### src/rtl/ttlx8_pkg.sv
// ttlx8_pkg: shared constants, command layout and channel state for the TTL pulse shaper
package ttlx8_pkg;
    localparam int CH_NUM = 8;
    localparam int WORD_W = 8;
    localparam int DUR_W  = 10;
    localparam int CMD_W  = 16;

    localparam int EN_BIT    = 15;
    localparam int LVL_BIT   = 14;
    localparam int PMODE_BIT = 13;
    localparam int FINE_LSB  = 10;
    localparam int DUR_LSB   = 0;

    typedef struct packed {
        logic             en;
        logic             lvl;
        logic             pmode;
        logic [2:0]       fine;
        logic [DUR_W-1:0] dur;
    } ttl_cmd_t;

    typedef enum logic {IDLE, PULSE} pulse_state_t;

    // Word with bits below pos at from_lvl and bits at/above pos at to_lvl.
    function automatic logic [WORD_W-1:0] edge_word(input logic from_lvl, input logic to_lvl,
                                                    input logic [2:0] pos);
        logic [WORD_W-1:0] m;
        m = 8'hFF << pos;
        return ({WORD_W{to_lvl}} & m) | ({WORD_W{from_lvl}} & ~m);
    endfunction
endpackage

### src/rtl/ttlx8_pulse_shaper_channel.sv
// ttl_pulse_channel: one TTL channel - edge placement, self-terminating pulse, collision flag
//   clk, reset : clock, synchronous active-high reset
//   selected   : command strobe; cmd_bits valid in the same cycle
//   cmd_bits   : 16-bit channel command
//   word       : 8-bit serializer word, bit 0 first
//   level      : settled level of the line
//   active     : return edge pending
//   collision  : new command cancelled a return edge due this cycle
module ttl_pulse_channel
    import ttlx8_pkg::*;
(
    input  logic              clk,
    input  logic              reset,
    input  logic              selected,
    input  logic [CMD_W-1:0]  cmd_bits,
    output logic [WORD_W-1:0] word,
    output logic              level,
    output logic              active,
    output logic              collision
);
    ttl_cmd_t          cmd;
    pulse_state_t      state, state_n;
    logic [DUR_W-1:0]  cnt, cnt_n;
    logic [2:0]        fine, fine_n;
    logic [WORD_W-1:0] word_n;
    logic              level_n, coll_n, go, pcmd, due;

    assign cmd    = ttl_cmd_t'(cmd_bits);
    assign go     = selected && cmd.en;
    assign pcmd   = cmd.pmode && cmd.dur != '0;
    // Counter holds cycles left until the return word; 1 means it is registered this edge.
    assign due    = state == PULSE && cnt == DUR_W'(1);
    assign active = state == PULSE;

    always_comb begin
        state_n = state;
        cnt_n   = cnt;
        fine_n  = fine;
        level_n = level;
        word_n  = {WORD_W{level}};
        coll_n  = 1'b0;
        if (go) begin
            word_n  = edge_word(level, cmd.lvl, cmd.fine);
            level_n = cmd.lvl;
            fine_n  = cmd.fine;
            coll_n  = due;
            state_n = pcmd ? PULSE : IDLE;
            cnt_n   = pcmd ? cmd.dur : '0;
        end else if (state == PULSE) begin
            cnt_n = cnt - DUR_W'(1);
            if (due) begin
                word_n  = edge_word(level, !level, fine);
                level_n = !level;
                state_n = IDLE;
            end
        end
    end

    always_ff @(posedge clk) begin
        if (reset) begin
            state     <= IDLE;
            cnt       <= '0;
            fine      <= '0;
            level     <= 1'b0;
            word      <= '0;
            collision <= 1'b0;
        end else begin
            state     <= state_n;
            cnt       <= cnt_n;
            fine      <= fine_n;
            level     <= level_n;
            word      <= word_n;
            collision <= coll_n;
        end
    end
endmodule

### src/rtl/ttlx8_pulse_shaper.sv
// ttlx8_pulse_shaper: 8-channel timed edge/pulse encoder feeding OSERDESE3 8:1 serializers
//   clk, reset   : clock (also CLKDIV), synchronous active-high reset
//   selected     : command strobe from GPO_Core
//   gpo_out      : channel n command at [16n+15:16n]
//   serdes_data  : channel n word at [8n+7:8n]
//   level_out    : settled level per channel
//   pulse_active : return edge pending per channel
//   collision    : one-cycle cancelled-return flag per channel
module ttlx8_pulse_shaper
    import ttlx8_pkg::*;
(
    input  logic                     clk,
    input  logic                     reset,
    input  logic                     selected,
    input  logic [CH_NUM*CMD_W-1:0]  gpo_out,
    output logic [CH_NUM*WORD_W-1:0] serdes_data,
    output logic [CH_NUM-1:0]        level_out,
    output logic [CH_NUM-1:0]        pulse_active,
    output logic [CH_NUM-1:0]        collision
);
    for (genvar c = 0; c < CH_NUM; c++) begin : g_ch
        ttl_pulse_channel u_ch (
            .clk       (clk),
            .reset     (reset),
            .selected  (selected),
            .cmd_bits  (gpo_out[c*CMD_W +: CMD_W]),
            .word      (serdes_data[c*WORD_W +: WORD_W]),
            .level     (level_out[c]),
            .active    (pulse_active[c]),
            .collision (collision[c])
        );
    end
endmodule
### config.mk
export PLATFORM = sky130hd
export DESIGN_NAME = ttlx8_pulse_shaper
export DESIGN_NICKNAME = d
export VERILOG_FILES = /design/src/rtl/ttlx8_pkg.sv /design/src/rtl/ttlx8_pulse_shaper_channel.sv /design/src/rtl/ttlx8_pulse_shaper.sv
export SDC_FILE = /design/constraint.sdc
export NUM_CORES = 1
export LEC_CHECK = 0
export CAP_MARGIN = 20
export CORE_MARGIN = 1.5
export CORE_UTILIZATION = 24
export CTS_BUF_LIST = sky130_fd_sc_hd__clkbuf_4 sky130_fd_sc_hd__clkbuf_8
export CTS_CLUSTER_SIZE = 12
export DETAILED_ROUTE_END_ITERATION = 8
export SETUP_SLACK_MARGIN = 0.3
export SYNTH_ARGS = -nofsm -noshare
export SYNTH_HDL_FRONTEND = slang
export SYNTH_SLANG_ARGS = --single-unit
### constraint.sdc
create_clock -name clk -period 2.35 [get_ports clk]
set_clock_uncertainty 0.1 [all_clocks]
set_input_delay 0.705 -clock clk [delete_from_list [all_inputs] [get_ports clk]]
set_output_delay 0.705 -clock clk [all_outputs]
set_load 0.01 [all_outputs]
After elaboration in Yosys (flattened, before gate mapping):

Cells that the tools add are included.

* register bits: 192
* bits of input ports: 131
* output and inout port bits: 88
* logic and storage cells: 328

* shift operators: 16
* reductions and logical operators: 72
* add/sub/neg operators: 8
* multiplexer cells: 104
* equal/unequal tests: 8
* bitwise operators: 72

Operator list (count)
* $and 8x8->8: 32
* $mux 10: 24
* $mux 8: 24
* $not 8->8: 16
* $or 8x8->8: 16
* $shl 8x3->8 const A: 16
* $eq 10x1->1 const B: 8
* $reduce_bool 10->1: 8
* $sub 10x1->10 const B: 8
* $mux 1: 56
* $reduce_bool 2->1: 16
* $logic_and 1x1->1: 24
* $reduce_and 2->1: 8
* $reduce_or 2->1: 8
* $logic_not 1->1: 8
* $not 1->1: 8

Depth between registers and ports, before layout:

Gate-level depths: netlist of run 1.

* depth in word-level cells: 7
* depth in mapped cells: 7

Hierarchy:

A second synthesis of run 1 with hierarchy kept.

* cells, all modules: 1288
* area, all modules: 11225.8 µm²

By module, submodules not included
* ttl_pulse_channel at g_ch[4].u_ch ...: area each 1428.9 µm², times used 4, cells an instance 159
* ttl_pulse_channel at g_ch[0].u_ch ...: area each 1377.6 µm², times used 4, cells an instance 163

Least setup slack after synthesis of run 1:

Ideal clock, no wire load.

* kind: reg-to-reg
* start point: register g_ch[0].u_ch.cnt[0]
* end point: register g_ch[0].u_ch.word[1]
* required time: 2.176 ns
* arrival time: 2.059 ns
* path slack: 0.117 ns
* cell stages (with the launch flop): 7
* period minus slack after synthesis: 2.233 ns
* path through: dfxtp_1 -> ha_1 -> or4b_1 -> clkbuf_1 -> or3_4 -> or4_1 -> a31oi_1

* cells in the longest elaborated chain, start to end: 5

RTL lines
* start, declared: line ttlx8_pulse_shaper_channel.sv:23 `logic [DUR_W-1:0] cnt, cnt_n;`
* start signal, assigned: line ttlx8_pulse_shaper_channel.sv:69 `cnt <= cnt_n;`
* $eq 10x1->1: line ttlx8_pulse_shaper_channel.sv:32 `assign due = state == PULSE && cnt == DUR_W'(1);`
* $logic_and 1x1->1: line ttlx8_pulse_shaper_channel.sv:32
* $mux 8: line ttlx8_pulse_shaper_channel.sv:51 `if (due) begin`
* $mux 8: line ttlx8_pulse_shaper_channel.sv:49 `end else if (state == PULSE) begin`
* $mux 8: line ttlx8_pulse_shaper_channel.sv:42 `if (go) begin`
* end signal, assigned: line ttlx8_pulse_shaper_channel.sv:72 `word <= word_n;`
* end, declared: line ttlx8_pulse_shaper_channel.sv:16 `output logic [WORD_W-1:0] word,`

Every way passes these cells.
A chain may end at the register's enable or synchronous reset.

Final worst setup path of run 1:

* start point: register g_ch[0].u_ch.cnt[1]
* end point: register g_ch[0].u_ch.word[1]

The elaborated chain is that of the path after synthesis.

==> flow_metrics.env, run 1 <==
export IMPL_status="complete, no violations"
export IMPL_fmax_mhz=466.7
export IMPL_synthTopCellsByCount="192 x dfxtp_1, 112 x nand2_1, 108 x a21oi_1"
export IMPL_postSynthAreaPerCell_um2=8.327
export IMPL_antenna_found_initial=2
export IMPL_die_x_um=215.1
export IMPL_end_kind="flip-flop"
export IMPL_cts_root_buf="clkbuf_8"
export IMPL_r2r_worst_path_cells=6
export IMPL_hold_slack_ps=400.7
export IMPL_synth_most_common_cell="dfxtp_1"
export IMPL_yosys_warnings=0
export IMPL_period_needed_ps=2143
export IMPL_criticalPathCategory="flip-flop to flip-flop"
export IMPL_ios=219
export IMPL_cp_required_ps=2740
export IMPL_grt_max_degree=48
export IMPL_synthesis_instances=1297
export IMPL_clock_sinks=192
export IMPL_grt_pass1_wl_mm=55.52
export IMPL_finalHoldViolations=0
export IMPL_grtUsageTotal_pct=14.84
export IMPL_maxSlewViolCount=0
export IMPL_clk_pin_slew_ps=100
export IMPL_critPathLaunch="g_ch[0].u_ch.cnt[1]$_SDFFE_PP0P_"
export IMPL_start_kind="flip-flop"
export IMPL_path_cells="inv_2 -> ha_4 -> or4b_4 -> or3_4 -> or4_1 -> a31oi_1"
export IMPL_power_leakage_nw=5.609
export IMPL_initial_core_util_pct=24.37
export IMPL_p_total_w=0.008287
export IMPL_areaGrowthSynthToFinish_pct=40.62
export IMPL_yosysSeqAreaShare_pct=35.59
export IMPL_place_hpwl_mm=25.22
export IMPL_finalSetupViolations=0
export IMPL_grt_overflow=0
export IMPL_clkPwrFrac_pct=31.7
export IMPL_dr_pass1_iters=5
export IMPL_hold_path_class="flip-flop to flip-flop"
export IMPL_vdd_drop_max_mv=0.3495
export IMPL_cpPeakStageDelay_ps=520
export IMPL_powerDensity_nw_per_um2=545.7
export IMPL_final_util_pct=34.27
export IMPL_tightest_slew_ps=641.5
export IMPL_power_frac_seq_pct=44.2
export IMPL_wl_per_cell_um=15.95
export IMPL_avgViaCountPerCell=5.051
export IMPL_syn_num_nets=1444
export IMPL_p_int_w=0.005785
export IMPL_switching_power_w=0.002503
export IMPL_swShare_pct=30.20
export IMPL_clk_path_buf_depth=2
export IMPL_rsz0062_at_grt="yes"
export IMPL_hold_buffers=0
export IMPL_fillers=4570
export IMPL_io_buffer_count=218
export IMPL_fin_crit_sh_pct=91.18
export IMPL_yosys_most_used_dff="dfxtp_1"
export IMPL_core_area_um2=44320
export IMPL_regToRegSetupSlack_ps=210
export IMPL_fin_nets=1713
export IMPL_fp_dieH_um=215.1
export IMPL_drv_cap=0
export IMPL_drc=0
export IMPL_yosys_area_top_type="dfxtp_1"
export IMPL_grt_pass1_vias=10620
export IMPL_crit_fanout=7
export IMPL_synth_edf_count=0
export IMPL_worstSkewPairLatency_ps=560
export IMPL_gp_routability_congestion=0.8740
export IMPL_drtIter0Drc=653
export IMPL_reg2reg_to="g_ch[0].u_ch.word[1]$_SDFF_PP0_"
export IMPL_die_area_um2=46280
export IMPL_drive_gt1_share_pct=19.89
export IMPL_netlist_area_um2=10800
export IMPL_slowest_stage="or4b_4"
export IMPL_synth_seq_cells=192
export IMPL_cp_arrival_ps=2530
export IMPL_max_slew_margin_pct=56.65
export IMPL_synthTopCellsByArea="dfxtp_1 36%, mux2i_1 5.2%, a21oi_1 5.0%"
export IMPL_power_share_combinational_pct=24.1
export IMPL_routed_wl_mm=34.68
export IMPL_critPathCapture="g_ch[0].u_ch.word[1]$_SDFF_PP0_"
export IMPL_synth_top_area_share_pct=35.59
export IMPL_cts_made_buffers=17
export IMPL_postRouteAntennaNets=0
export IMPL_ys_types=68
export IMPL_num_vias=10980
export IMPL_cts_tree="done"
export IMPL_synth_async_reset_ratio_pct=0
export IMPL_row_count=77
export IMPL_htreeDepth=4
export IMPL_r2r_start="g_ch[0].u_ch.cnt[1]$_SDFFE_PP0P_"
how the worst min path moves through the flow:
stage          depth (start not counted)                               from  slack (ps)                                 to
6_report                               2  g_ch[7].u_ch.fine[0]$_SDFFE_PP0P_         400  g_ch[7].u_ch.fine[0]$_SDFFE_PP0P_
5_1_grt                                2                              reset         420     g_ch[4].u_ch.active$_SDFF_PP0_
4_1_cts                                2                              reset         340     g_ch[4].u_ch.active$_SDFF_PP0_
3_5_place_dp                           2  g_ch[7].u_ch.fine[0]$_SDFFE_PP0P_         390  g_ch[7].u_ch.fine[0]$_SDFFE_PP0P_
3_3_place_gp                           2  g_ch[7].u_ch.fine[0]$_SDFFE_PP0P_         380  g_ch[7].u_ch.fine[0]$_SDFFE_PP0P_
2_1_floorplan                          2  g_ch[5].u_ch.fine[0]$_SDFFE_PP0P_         350  g_ch[5].u_ch.fine[0]$_SDFFE_PP0P_
kinds of logic (layout without fill, tap and decap cells):
logic type | count (synthesis) | count (layout) | synth area share [%]
adder cells (fa/ha/maj) | 16 | 16 | 1.854
XOR/XNOR | 62 | 62 | 5.028
AO/OA/AOI/OAI | 340 | 340 | 21.34
flip-flops | 192 | 192 | 35.59
AND/OR/NAND/NOR | 470 | 471 | 24.05
multiplexers | 63 | 63 | 5.920
buffers and inverters | 154 | 435 | 6.221
other | 0 | 3 | 0
power by group through the flow:
stage / logic [W] / clock network, W / registers [W]
after global placement: 0.00188 / 0 / 0.00372
final: 0.00200 / 0.00263 / 0.00366
after global routing: 0.00217 / 0.00286 / 0.00369
after CTS: 0.00192 / 0.00276 / 0.00365
after floorplan: 0.00100 / 0 / 0.00371
after detailed placement: 0.00191 / 0 / 0.00373
sequential cells by signal, summed over array words and instances, names as in the netlist:
signal               count
g_ch.u_ch.active         8
g_ch.u_ch.cnt           80
g_ch.u_ch.fine          24
g_ch.u_ch.level          8
g_ch.u_ch.collision      8
g_ch.u_ch.word          64
cells in the final DEF, fill, tap and decap left out, types with 25 or more instances in the layout:
master	instances
nor2_1	51
o21ai_0	29
xor2_1	31
nor4_1	36
dlygate4sd2_1	38
nand4_1	25
clkdlybuf4s50_1	129
inv_1	25
mux2i_1	56
a21oi_1	108
nor3_1	40
a211oi_1	62
nand3_1	59
buf_4	148
dfxtp_1	171
xnor2_1	30
nand2_1	112
area by class of cell:
| class | instances | area, µm² | share of cell area, % |
|---|---|---|---|
| diodes | 3 | 7.507 | 0.04943 |
| clock buffers | 20 | 269.0 | 1.771 |
| clock inverters | 12 | 205.2 | 1.351 |
| inverters | 28 | 105.1 | 0.6920 |
| multi-input cells | 952 | 6638 | 43.71 |
| flip-flops and latches | 192 | 3880 | 25.55 |
| well taps | 592 | 740.7 | 4.877 |
| repair buffers | 375 | 3342 | 22.01 |
layer usage:
| layer | vias to the layer above | routed length (µm) | share of wire [%] | GRT usage, % |
|---|---|---|---|---|
| li1 | 5399 | - | - | - |
| met1 | 5262 | 15670 | 45 | 18.44 |
| met2 | 269 | 16500 | 48 | 24.20 |
| met3 | 51 | 1577 | 4.5 | 3.765 |
| met4 | 0 | 932 | 2.7 | 6.457 |
| met5 | - | 0 | 0 | 0 |
stage by stage:
step                      setup TNS (ps)  cell area (µm²)  std cells  setup WS (ps)
after global placement             -3421            14240       2119         -187.4
after floorplan                        0            10820       1297          205.5
after global routing                   0            15180       2173          149.8
after detailed placement           -5545            14240       2119         -203.8
after CTS                              0            14910       2163          162.0
final                                  0            15190       2174          207.2
critical path, delay by kind of cell (launching register included):
family,cells,cell delay (ps)
buf+inv,1,70
compound gates,1,130
simple gates,3,1310
fa+ha+maj,1,120
flops,1,340
what timing repair did:
| action | CTS | global route |
|---|---|---|
| setup buffers | 11 | 8 |
| gates resized for setup | 217 | 54 |
| endpoints found under the setup margin | 118 | 54 |
| cloned | 1 | 0 |
| pin swaps | 6 | 12 |
Note: power is estimated with default switching activity, not from simulation.
==> inputs of run 2 (changes only) <==
--- a/config.mk
+++ b/config.mk
@@ -6,11 +6,13 @@
 export NUM_CORES = 1
 export LEC_CHECK = 0
 export CAP_MARGIN = 20
+export CORE_ASPECT_RATIO = 1.4
 export CORE_MARGIN = 1.5
-export CORE_UTILIZATION = 24
+export CORE_UTILIZATION = 40
 export CTS_BUF_LIST = sky130_fd_sc_hd__clkbuf_4 sky130_fd_sc_hd__clkbuf_8
 export CTS_CLUSTER_SIZE = 12
 export DETAILED_ROUTE_END_ITERATION = 8
+export PLACE_DENSITY = 0.67
 export SETUP_SLACK_MARGIN = 0.3
 export SYNTH_ARGS = -nofsm -noshare
 export SYNTH_HDL_FRONTEND = slang
==> flow_metrics.env, run 2 (same netlist as run 1, synthesis figures left out) <==
export IMPL_place_hpwl_mm=22.75
export IMPL_drc=0
export IMPL_status="complete, no violations"
export IMPL_fp_dieH_um=197.4
export IMPL_clk_pin_slew_ps=100
export IMPL_swShare_pct=29.18
export IMPL_clk_path_buf_depth=2
export IMPL_io_buffer_count=218
export IMPL_drv_cap=0
export IMPL_crit_fanout=4
export IMPL_end_kind="flip-flop"
export IMPL_power_frac_seq_pct=44.7
export IMPL_regToRegSetupSlack_ps=250
export IMPL_criticalPathCategory="flip-flop to flip-flop"
export IMPL_clkPwrFrac_pct=31.9
export IMPL_grt_overflow=0
export IMPL_avgViaCountPerCell=5.613
export IMPL_routed_wl_mm=31.53
export IMPL_die_x_um=141.9
export IMPL_fin_area_um2=14690
export IMPL_period_needed_ps=2100
export IMPL_ios=219
export IMPL_postRouteAntennaNets=0
export IMPL_num_vias=10790
export IMPL_cts_made_buffers=17
export IMPL_final_common_cell="dfxtp_1"
export IMPL_gp_routability_congestion=0.8583
export IMPL_clock_sinks=192
export IMPL_largest_reg_flops=80
export IMPL_layout_common_cells="172 x dfxtp_1, 129 x clkdlybuf4s50_1, 124 x buf_4, 112 x nand2_1, 106 x a21oi_1"
export IMPL_initial_core_util_pct=40.39
export IMPL_top_regs="g_ch.u_ch.cnt: 80 flops, g_ch.u_ch.word: 64 flops, g_ch.u_ch.fine: 24 flops"
export IMPL_fin_nets=1691
export IMPL_wl_per_cell_um=16.40
export IMPL_switching_power_w=0.002391
export IMPL_start_kind="flip-flop"
export IMPL_rsz0062_at_grt="yes"
export IMPL_post_place_cells=1874
export IMPL_cts_tree="done"
export IMPL_fin_crit_sh_pct=89.38
export IMPL_place_area_um2=13850
export IMPL_vdd_drop_max_mv=0.4397
export IMPL_powerDensity_nw_per_um2=558.0
export IMPL_finalHoldViolations=0
export IMPL_hold_buffers=0
export IMPL_p_int_w=0.005804
export IMPL_finalSetupViolations=0
export IMPL_htreeDepth=4
export IMPL_areaGrowthSynthToFinish_pct=35.97
export IMPL_grtUsageTotal_pct=21.79
export IMPL_cp_required_ps=2660
export IMPL_drtIter0Drc=406
export IMPL_worstSkewPairLatency_ps=480
export IMPL_power_leakage_nw=5.625
export IMPL_core_area_um2=26740
export IMPL_cp_arrival_ps=2410
export IMPL_dr_pass1_iters=6
export IMPL_hold_path_class="flip-flop to flip-flop"
export IMPL_maxSlewViolCount=0
export IMPL_max_slew_margin_pct=61.58
export IMPL_final_util_pct=54.92
export IMPL_fmax_mhz=476.1
export IMPL_fin_cells=1923
export IMPL_row_count=71
export IMPL_drive_gt1_share_pct=17.10
export IMPL_tightest_slew_ps=576.3
export IMPL_grt_pass1_vias=10300
export IMPL_grt_pass1_wl_mm=49.87
export IMPL_fin_tns_setup_ps=0
export IMPL_die_area_um2=28010
export IMPL_grt_max_degree=63
export IMPL_top_register="g_ch.u_ch.cnt"
export IMPL_antenna_found_initial=4
export IMPL_power_share_combinational_pct=23.4
export IMPL_cts_root_buf="clkbuf_8"
run 2: cell count changes in the layout (fill, tap and decap cells not counted), moves of 2 or more:
cell	before	now
dlygate4sd2_1	38	83
buf_4	148	124
clkdlybuf4s15_1	23	0
clkdlybuf4s15_2	14	0
buf_2	7	3
dfxtp_2	17	13
clkbuf_2	5	2
dfxtp_4	4	7
a2111oi_1	5	7
a21oi_1	108	106
a21oi_2	0	2
clkbuf_8	19	17
ha_4	4	2
run 2: area by class of cell:
cell class,count,area [µm²]
fill,2508,12050
multi-input combinational,952,6599
sequential,192,3886
timing repair buffer,353,3157
tap,365,456.7
clock buffer,18,241.5
clock inverter,13,235.2
inverter,28,105.1
antenna,2,5.005
run 2: critical path: stages, from the launching register on:
cell and delay, ps:
dfxtp_2 340, inv_2 70, ha_4 120, or4b_4 490, or3_4 360, or4_1 410
a31oi_1 140
run 2: worst paths after layout:
path	start	end	cells past startpoint
max	g_ch[0].u_ch.cnt[1]$_SDFFE_PP0P_	g_ch[0].u_ch.word[1]$_SDFF_PP0_	6
min	g_ch[7].u_ch.fine[0]$_SDFFE_PP0P_	g_ch[7].u_ch.fine[0]$_SDFFE_PP0P_	2
max reg2reg	g_ch[0].u_ch.cnt[1]$_SDFFE_PP0P_	g_ch[0].u_ch.word[1]$_SDFF_PP0_	6
min reg2reg	g_ch[7].u_ch.fine[0]$_SDFFE_PP0P_	g_ch[7].u_ch.fine[0]$_SDFFE_PP0P_	2
run 2: metal layers:
| metal | share of wire [%] | wire length, µm | global-route usage (%) | up-vias |
|---|---|---|---|---|
| met5 | 0.073 | 23 | 0 | - |
| met4 | 2.8 | 890 | 8.057 | 4 |
| met3 | 4.6 | 1444 | 4.364 | 62 |
| met2 | 52 | 16460 | 40.22 | 293 |
| met1 | 40 | 12710 | 24.50 | 5085 |
| li1 | - | - | - | 5350 |
run 2: power groups by stage:
stage | Combinational [W] | Clock [W] | Sequential (W)
finish | 0.00192 | 0.00262 | 0.00366
global route | 0.00210 | 0.00282 | 0.00369
CTS | 0.00185 | 0.00270 | 0.00365
detailed placement | 0.00185 | 0 | 0.00373
global placement | 0.00183 | 0 | 0.00373
floorplan | 0.00100 | 0 | 0.00371
run 2: per-stage QoR:
| step | hold slack [ps] | total power, W | worst slack [ps] |
|---|---|---|---|
| 5_1_grt | 424.2 | 0.008610 | 172.9 |
| 3_5_place_dp | 383.3 | 0.005585 | -168.4 |
| 2_1_floorplan | 353.4 | 0.004712 | 205.5 |
| 3_3_place_gp | 375.1 | 0.005559 | -179.5 |
| 4_1_cts | 398.6 | 0.008198 | 198.0 |
| 6_report | 399.3 | 0.008195 | 249.6 |
run 2: timing repair:
action / in CTS / in global routing
setup buffers: 7 / 8
setup endpoints to repair: 118 / 46
pin swaps: 2 / 8
gates resized for setup: 135 / 63
endpoints found under the hold margin: 0 / 0
gates cloned: 0 / 1
==> inputs of run 3 (changes only) <==
--- a/config.mk
+++ b/config.mk
@@ -9,7 +9,6 @@
 export CORE_ASPECT_RATIO = 1.4
 export CORE_MARGIN = 1.5
 export CORE_UTILIZATION = 40
-export CTS_BUF_LIST = sky130_fd_sc_hd__clkbuf_4 sky130_fd_sc_hd__clkbuf_8
 export CTS_CLUSTER_SIZE = 12
 export DETAILED_ROUTE_END_ITERATION = 8
 export PLACE_DENSITY = 0.67
==> flow_metrics.env, run 3 (same netlist as run 1, synthesis figures left out) <==
export IMPL_vdd_drop_max_mv=0.5031
export IMPL_fin_area_um2=14900
export IMPL_period_needed_ps=2150
export IMPL_grt_pass1_vias=10270
export IMPL_die_x_um=141.9
export IMPL_final_common_cell="dfxtp_1"
export IMPL_post_place_cells=1874
export IMPL_dr_pass1_iters=5
export IMPL_regToRegSetupSlack_ps=200
export IMPL_cp_required_ps=2600
export IMPL_die_area_um2=28010
export IMPL_tightest_slew_ps=583.1
export IMPL_fmax_mhz=465.1
export IMPL_grtUsageTotal_pct=21.77
export IMPL_fin_crit_sh_pct=91.50
export IMPL_crit_fanout=5
export IMPL_powerDensity_nw_per_um2=597.7
export IMPL_place_area_um2=13850
export IMPL_drive_gt1_share_pct=17.03
export IMPL_largest_reg_flops=80
export IMPL_fp_dieH_um=197.4
export IMPL_slowest_stage="or4b_4"
export IMPL_finalSetupViolations=0
export IMPL_worst_slack_ps=199.9
export IMPL_grt_overflow=0
export IMPL_areaGrowthSynthToFinish_pct=38.00
export IMPL_clk_pin_slew_ps=70
export IMPL_worstSkewPairLatency_ps=440
export IMPL_cts_tree="done"
export IMPL_cts_root_buf="clkbuf_16"
export IMPL_num_vias=10900
export IMPL_post_place_ws_ps=-168.4
export IMPL_cp_arrival_ps=2400
export IMPL_avgViaCountPerCell=5.680
export IMPL_layout_common_cells="176 x dfxtp_1, 128 x clkdlybuf4s50_1, 118 x buf_4, 110 x nand2_1, 106 x a21oi_1"
export IMPL_postRouteAntennaNets=0
export IMPL_maxSlewViolCount=0
export IMPL_drv_cap=0
export IMPL_hold_buffers=0
export IMPL_end_kind="flip-flop"
export IMPL_initial_core_util_pct=40.39
export IMPL_antenna_found_initial=5
export IMPL_htreeDepth=4
export IMPL_hold_path_class="flip-flop to flip-flop"
export IMPL_cpPeakStageDelay_ps=550
export IMPL_clk_path_buf_depth=2
export IMPL_start_kind="flip-flop"
export IMPL_top_register="g_ch.u_ch.cnt"
export IMPL_criticalPathCategory="flip-flop to flip-flop"
export IMPL_power_leakage_nw=5.700
export IMPL_fin_cells=1918
export IMPL_top_regs="g_ch.u_ch.cnt: 80 flops, g_ch.u_ch.word: 64 flops, g_ch.u_ch.fine: 24 flops"
export IMPL_r2r_worst_path_cells=5
export IMPL_place_hpwl_mm=22.75
export IMPL_cts_made_buffers=17
export IMPL_rsz0062_at_grt="yes"
export IMPL_grt_max_degree=63
export IMPL_max_slew_margin_pct=61.13
export IMPL_path_cells="ha_2 -> or4b_4 -> or3_1 -> xnor2_1 -> a211oi_1"
export IMPL_reg2reg_to="g_ch[7].u_ch.word[7]$_SDFF_PP0_"
export IMPL_r2r_start="g_ch[7].u_ch.cnt[0]$_SDFFE_PP0P_"
export IMPL_ios=219
export IMPL_grt_pass1_wl_mm=49.88
export IMPL_clock_sinks=192
export IMPL_row_count=71
export IMPL_core_area_um2=26740
export IMPL_critPathCapture="g_ch[7].u_ch.word[7]$_SDFF_PP0_"
export IMPL_drtIter0Drc=344
export IMPL_gp_routability_congestion=0.8583
export IMPL_drc=0
export IMPL_fin_nets=1685
export IMPL_critPathLaunch="g_ch[7].u_ch.cnt[0]$_SDFFE_PP0P_"
export IMPL_status="complete, no violations"
export IMPL_wl_per_cell_um=16.62
export IMPL_routed_wl_mm=31.88
export IMPL_finalHoldViolations=0
export IMPL_io_buffer_count=218
[run 3: how the worst min path moves through the flow]
| stage | from | to | cells after the start |
|---|---|---|---|
| 5_1_grt | g_ch[7].u_ch.fine[0]$_SDFFE_PP0P_ | g_ch[7].u_ch.fine[0]$_SDFFE_PP0P_ | 2 |
| 3_3_place_gp | g_ch[5].u_ch.fine[0]$_SDFFE_PP0P_ | g_ch[5].u_ch.fine[0]$_SDFFE_PP0P_ | 2 |
| 3_5_place_dp | g_ch[7].u_ch.fine[0]$_SDFFE_PP0P_ | g_ch[7].u_ch.fine[0]$_SDFFE_PP0P_ | 2 |
| 6_report | g_ch[7].u_ch.fine[0]$_SDFFE_PP0P_ | g_ch[7].u_ch.fine[0]$_SDFFE_PP0P_ | 2 |
| 4_1_cts | g_ch[7].u_ch.fine[0]$_SDFFE_PP0P_ | g_ch[7].u_ch.fine[0]$_SDFFE_PP0P_ | 2 |
| 2_1_floorplan | g_ch[5].u_ch.fine[0]$_SDFFE_PP0P_ | g_ch[5].u_ch.fine[0]$_SDFFE_PP0P_ | 2 |
[run 3: worst max-delay path, delay by kind of cell (launching register included)]
family          cells  cell delay [ps]
flops               1              390
compound gates      1              250
fa+ha+maj           1              230
simple gates        2              920
xor+xnor            1              160
[run 3: stage by stage]
step	power, W	util [%]	setup TNS [ps]	hold WS, ps
floorplan	0.004712	-	0	353.4
global placement	0.005559	51.80	-2053	375.1
detailed placement	0.005585	51.80	-3577	383.3
CTS	0.008893	54.41	0	394.0
global route	0.009337	55.72	0	419.2
finish	0.008908	55.74	0	394.7
[run 3: area by class of cell]
cell class,instances,area (µm²)
antenna,3,7.507
clock buffer,18,429.2
clock inverter,13,235.2
fill,2500,11840
inverter,28,107.6
multi-input combinational,952,6656
sequential,192,3884
tap,365,456.7
timing repair buffer,347,3128
[run 3: power by group]
part | leakage, nW | internal, W | switching, W
Clock | 0.322 | 0.00200 | 0.00132
Sequential | 1.58 | 0.00346 | 0.000209
Combinational | 3.79 | 0.000952 | 0.000966
Total | 5.70 | 0.00642 | 0.00249
[run 3: repair_timing]
action                     4_1_cts  5_1_grt
setup endpoints to repair      118       57
setup buffers                    2        6
cloned                           0        2
gates resized for setup        126       78
pin swaps                        4        9
[run 3: per-layer routing]
metal | vias to the layer above | share of wire (%) | routed length, µm | GRT usage, %
met3 | 74 | 4.5 | 1444 | 4.558
met4 | 4 | 3.7 | 1179 | 8.820
met2 | 299 | 52 | 16530 | 39.64
met1 | 5178 | 40 | 12700 | 24.49
li1 | 5340 | - | - | -
met5 | - | 0.072 | 23 | 0
